**config.mk**
```make
export PLATFORM = sky130hd
export DESIGN_NAME = cpu_dump_controller
export DESIGN_NICKNAME = d
export VERILOG_FILES = /design/src/rtl/cpu_dump_controller.sv
export SDC_FILE = /design/constraint.sdc
export NUM_CORES = 1
export LEC_CHECK = 0
export CAP_MARGIN = 15
export CORE_UTILIZATION = 30
export CTS_CLUSTER_DIAMETER = 80
export CTS_CLUSTER_SIZE = 28
export DETAILED_ROUTE_END_ITERATION = 10
export PLACE_DENSITY = 0.63
export SYNTH_ARGS = -nofsm -noshare
export SYNTH_HDL_FRONTEND = slang
export SYNTH_SLANG_ARGS = --single-unit
```
**constraint.sdc**
```tcl
create_clock -name clk -period 2.7 [get_ports clk]
set_input_delay 0.405 -clock clk [delete_from_list [all_inputs] [get_ports clk]]
set_output_delay 0.405 -clock clk [all_outputs]
set_load 0.005 [all_outputs]
```
**src/rtl/cpu_dump_controller.sv**
```systemverilog
// CPU run/dump sequencer: lets the CPU run for a programmed number of cycles,
// then streams the register file followed by data memory over a valid/ready port.
module cpu_dump_controller #(
  parameter int DATA_W    = 32,
  parameter int REG_COUNT = 32,
  parameter int REG_AW    = 5,
  parameter int MEM_WORDS = 64,
  parameter int CNT_W     = 16
) (
  input  logic              clk,
  input  logic              rst_n,
  input  logic              start,
  input  logic              abort,
  input  logic [CNT_W-1:0]  run_cycles,
  output logic              cpu_en,
  output logic [REG_AW-1:0] dbg_reg_a,
  input  logic [DATA_W-1:0] dbg_reg_rd,
  output logic [31:0]       dbg_mem_a,
  input  logic [DATA_W-1:0] dbg_mem_rd,
  output logic              out_valid,
  input  logic              out_ready,
  output logic              out_kind,
  output logic [CNT_W-1:0]  out_index,
  output logic [DATA_W-1:0] out_data,
  output logic              busy,
  output logic              done
);

  typedef enum logic [1:0] {
    ST_IDLE = 2'd0,
    ST_RUN  = 2'd1,
    ST_DUMP = 2'd2,
    ST_DONE = 2'd3
  } state_e;

  // Pointer is kept 32 bits wide so the memory byte address can be formed directly.
  localparam logic [31:0] REG_LIM = 32'(REG_COUNT);
  localparam logic [31:0] TOTAL   = 32'(REG_COUNT + MEM_WORDS);

  state_e              state_q;
  logic [CNT_W-1:0]    cnt_q;
  logic [31:0]         ptr_q;
  logic                cpu_en_q;
  logic                out_valid_q;
  logic                out_kind_q;
  logic [CNT_W-1:0]    out_index_q;
  logic [DATA_W-1:0]   out_data_q;

  logic                in_range_s;
  logic                is_reg_s;
  logic [31:0]         mem_off_s;
  logic                fetch_kind_s;
  logic [CNT_W-1:0]    fetch_index_s;
  logic [DATA_W-1:0]   fetch_data_s;
  logic                load_s;
  logic                xfer_s;

  // Decode the fetch pointer into a register or memory word and its metadata.
  always_comb begin
    is_reg_s   = (ptr_q < REG_LIM);
    mem_off_s  = ptr_q - REG_LIM;
    in_range_s = (state_q == ST_DUMP) && (ptr_q < TOTAL);
    fetch_kind_s = ~is_reg_s;
    if (is_reg_s) begin
      fetch_index_s = CNT_W'(ptr_q);
      fetch_data_s  = dbg_reg_rd;
    end else begin
      fetch_index_s = CNT_W'(mem_off_s);
      fetch_data_s  = dbg_mem_rd;
    end
  end

  // Drive the debug read addresses; the port not being read stays at zero.
  always_comb begin
    dbg_reg_a = '0;
    dbg_mem_a = 32'd0;
    if (in_range_s && is_reg_s) begin
      dbg_reg_a = REG_AW'(ptr_q);
    end else if (in_range_s) begin
      dbg_mem_a = mem_off_s << 2'd2;
    end else begin
      dbg_reg_a = '0;
      dbg_mem_a = 32'd0;
    end
  end

  // Output register can accept a new word when empty or being drained this edge.
  always_comb begin
    load_s = in_range_s && (!out_valid_q || out_ready);
    xfer_s = out_valid_q && out_ready;
  end

  // Main sequencer: run countdown, dump walk and output register.
  always_ff @(posedge clk or negedge rst_n) begin
    if (!rst_n) begin
      state_q     <= ST_IDLE;
      cnt_q       <= '0;
      ptr_q       <= 32'd0;
      cpu_en_q    <= 1'b0;
      out_valid_q <= 1'b0;
      out_kind_q  <= 1'b0;
      out_index_q <= '0;
      out_data_q  <= '0;
    end else begin
      case (state_q)
        ST_IDLE, ST_DONE: begin
          if (start) begin
            cnt_q       <= run_cycles;
            ptr_q       <= 32'd0;
            out_valid_q <= 1'b0;
            if (run_cycles == '0) begin
              state_q  <= ST_DUMP;
              cpu_en_q <= 1'b0;
            end else begin
              state_q  <= ST_RUN;
              cpu_en_q <= 1'b1;
            end
          end
        end
        ST_RUN: begin
          if (abort) begin
            state_q  <= ST_IDLE;
            cpu_en_q <= 1'b0;
            cnt_q    <= '0;
            ptr_q    <= 32'd0;
          end else if (cnt_q <= CNT_W'(1)) begin
            // Last enabled cycle: count reaches zero on this edge.
            state_q  <= ST_DUMP;
            cpu_en_q <= 1'b0;
            cnt_q    <= '0;
            ptr_q    <= 32'd0;
          end else begin
            cnt_q <= cnt_q - CNT_W'(1);
          end
        end
        ST_DUMP: begin
          if (abort) begin
            state_q     <= ST_IDLE;
            ptr_q       <= 32'd0;
            out_valid_q <= 1'b0;
            out_kind_q  <= 1'b0;
            out_index_q <= '0;
            out_data_q  <= '0;
          end else if (load_s) begin
            out_valid_q <= 1'b1;
            out_kind_q  <= fetch_kind_s;
            out_index_q <= fetch_index_s;
            out_data_q  <= fetch_data_s;
            ptr_q       <= ptr_q + 32'd1;
          end else if (xfer_s) begin
            out_valid_q <= 1'b0;
            // Pointer exhausted means the word just taken was the final memory word.
            if (ptr_q == TOTAL) begin
              state_q <= ST_DONE;
            end
          end
        end
        default: begin
          state_q     <= ST_IDLE;
          cpu_en_q    <= 1'b0;
          out_valid_q <= 1'b0;
          ptr_q       <= 32'd0;
        end
      endcase
    end
  end

  assign cpu_en    = cpu_en_q;
  assign out_valid = out_valid_q;
  assign out_kind  = out_kind_q;
  assign out_index = out_index_q;
  assign out_data  = out_data_q;
  assign busy      = (state_q == ST_RUN) || (state_q == ST_DUMP);
  assign done      = (state_q == ST_DONE);

endmodule
```
==> impl_metrics.py <==
metrics = {
    "cells_and_area": {
        "nets": 807,
        "n_antenna_cell": 0,
        "utilization": 0.459,
        "areaGrowthSynthToFinish_pct": 48.3,
        "fin_area_um2": 7630,
        "fill_cells": 1540,
        "drive_gt1_frac": 0.136,
    },
    "worst_setup_path": {
        "start_kind": "flop",
        "path_cells": "nor4_2 -> nand4_1 -> buf_4 -> nor3_4 -> nand2_4 -> nor2_4 -> clkdlybuf4s50_1",
        "cp_max_fo": 4,
        "r2r_setup_slack_ps": 210,
        "arrival_ps": 2320,
        "cp_slowest_cell": "clkdlybuf4s50_1",
        "cp.required_ps": 2300,
        "cp-end-kind": "output pin",
        "crit_type": "reg -> out",
        "slowest_delay_ps": 510,
    },
    "floorplan": {
        "initial_core_util": 0.309,
        "fp.coreArea_um2": 16600,
        "num_rows": 47,
        "die_x_um": 133,
        "die_area_um2": 17700,
        "ios": 175,
        "die_h_um": 133,
    },
    "power": {
        "p_sw_frac": 0.363,
        "power.leakage_nw": 3.61,
        "comb_power_share": 0.403,
        "power_density_nw_per_um2": 719,
        "pwr-share-seq": 0.356,
        "p_switching_w": 0.00199,
        "intPower_w": 0.00349,
        "clockPowerShare": 0.241,
        "ir_drop_uv": 501,
    },
    "grt": {
        "overflow": 0,
        "grt_max_degree": 58,
        "grt_pass1_wl_um": 24000,
        "antenna_found_initial": 0,
        "grt_pass1_vias": 4620,
        "grtUsageTotal": 0.171,
    },
    "timing": {
        "rsz0062_at_grt": "yes",
        "clock_skew_ps": 9.49,
        "min_period_over_period": 1.01,
        "slew_viol_final": 0,
        "setup_slack_ps": -26.8,
        "period_minus_slack_ps": 2730,
        "hold_viol_final": 0,
        "relSlewSlack": 0.474,
        "setup_viol": 1,
        "fmax_ghz": 0.367,
        "worst_pin_slew_ps": 781,
    },
    "clock_network": {
        "worstSkewPairLatency_ps": 350,
        "cts_buffer_depth": 2,
        "holdBufCountCts": 0,
        "cts_tree": "built",
        "cts_sinks": 101,
        "clk_pin_slew_ps": 70,
        "htree_num_levels": 3,
        "cts-root-buf": "clkbuf_16",
        "numCtsBuffers": 9,
    },
    "synth": {
        "netlist_top_cells_area": "dfrtp_1 49%, mux2i_1 6.4%, o21ai_0 5.1%",
        "syn_avg_cell_area_um2": 9.69,
        "synth.distinct_cells": 57,
        "ys_seq_elements": 101,
        "yosys.area.top_type": "dfrtp_1",
        "synthTopCellsByCount": "101 x dfrtp_1, 60 x nand2_1, 52 x o21ai_0",
        "synth.most_common_cell": "dfrtp_1",
        "yosysSeqAreaShare": 0.491,
        "synth-async-reset-ratio": 1.00,
        "synth_flop_cell": "dfrtp_1",
        "synth_edf_count": 0,
        "yosys_warnings": 0,
        "netlist.area_leader.share": 0.491,
        "synthesis.area_um2": 5150,
        "netlist_instances": 531,
    },
    "run_status": {
        "status": "finished with violations",
        "violations": "negative setup slack",
    },
    "place": {
        "dp_hpwl_um": 11000,
        "io_buffer_count": 161,
        "globalplace.congestion": 0.842,
        "place_area_um2": 7140,
    },
    "route": {
        "via_per_inst": 5.01,
        "finalWirelength_um": 15300,
        "firstDrtPassIters": 5,
        "via_count": 4709,
        "drtIter0Drc": 296,
        "ant_nets": 0,
        "avgRoutedWirePerCell_um": 16.3,
        "drc": 0,
    },
    "min_path": {
        "min_path_type": "in -> async",
    },
    "flow_run": {
        "drv_cap": 0,
    },
}
==> registers in the layout (all words and copies together), names as in the netlist <==
signal	flops
ptr_q	32
out_kind	1
out_index	16
cnt_q	16
state_q	2
out_valid	1
out_data	32
cpu_en	1
==> worst paths after layout <==
kind / start / depth (start not counted) / end
worst max-delay path: ptr_q[28] / 7 / dbg_reg_a[1]
worst min-delay path: rst_n / 1 / cnt_q[4]
worst max register to register: cnt_q[0] / 7 / cnt_q[12]
worst min register to register: out_data[13] / 2 / out_data[13]
max in group asynchronous: rst_n / 2 / out_data[8]
min in group clk: out_data[13] / 2 / out_data[13]
==> critical path, delay by kind of cell, from the launching register on <==
kind | cells | cell delay (ps)
buffers and inverters | 2 | 690
flip-flops | 1 | 390
AND/OR/NAND/NOR | 5 | 900
==> placed cells by master (no fill, tap or decap), types with 13 or more instances in the layout <==
cell type	n
o21a_1	13
dfrtp_1	101
inv_1	21
clkdlybuf4s50_1	137
clkbuf_2	15
conb_1	13
nor2b_1	25
o21ai_0	52
mux2i_1	33
nand3_1	14
nor2_1	15
nor4_1	14
buf_4	31
nand2_1	58
==> cells by family (layout without fill, tap and decap cells) <==
group,count (synthesis),in the layout,share of synthesized area
muxes,34,34,0.0664
adders and majority gates,8,8,0.0194
and+or+nand+nor,195,195,0.199
DFF,101,101,0.491
xor gates and xnor gates,1,1,0.00170
AOI/OAI and AO/OA,128,128,0.164
buffers and inverters,63,239,0.0586
other,1,13,0.000729
==> area by class of cell <==
class	count	area (µm²)	area share
inverter	22	82.6	0.0108
timing repair buffer	201	1930	0.252
sequential	101	2530	0.331
tap	220	275	0.0361
clock buffer	9	225	0.0295
clock inverter	7	73.8	0.00967
multi-input combinational	379	2520	0.331
==> stage by stage <==
step | total power, W | worst slack, ps | TNS, ps | hold slack [ps] | std cells
CTS | 0.00544 | -181 | -474 | 142 | 930
detailed placement | 0.00408 | 19.1 | 0 | 470 | 911
floorplan | 0.00313 | 192 | 0 | 109 | 543
global route | 0.00581 | -161 | -398 | 166 | 939
finish | 0.00549 | -26.8 | -26.8 | 103 | 939
global placement | 0.00401 | 146 | 0 | 463 | 911
==> metal layers <==
| metal | vias to the layer above | track usage | routed length [µm] |
|---|---|---|---|
| met4 | 0 | 0.0645 | 306 |
| li1 | 2249 | - | - |
| met1 | 2241 | 0.212 | 6550 |
| met2 | 196 | 0.292 | 7390 |
| met5 | - | 0 | 0 |
| met3 | 23 | 0.0356 | 1040 |
==> power by group through the flow <==
stage,registers [W],logic (W),clock network (W)
finish,0.00195,0.00221,0.00132
global route,0.00199,0.00241,0.00141
CTS,0.00195,0.00215,0.00135
detailed placement,0.00197,0.00210,0
global placement,0.00196,0.00204,0
floorplan,0.00194,0.00119,0
==> what timing repair did <==
item | 4_1_cts | 5_1_grt
cloned | 0 | 1
buffers inserted | 3 | 8
gates resized for setup | 38 | 57
pin swaps | 5 | 7
endpoints found under the setup margin | 24 | 25
No activity file was read; power rests on OpenSTA's default activity.
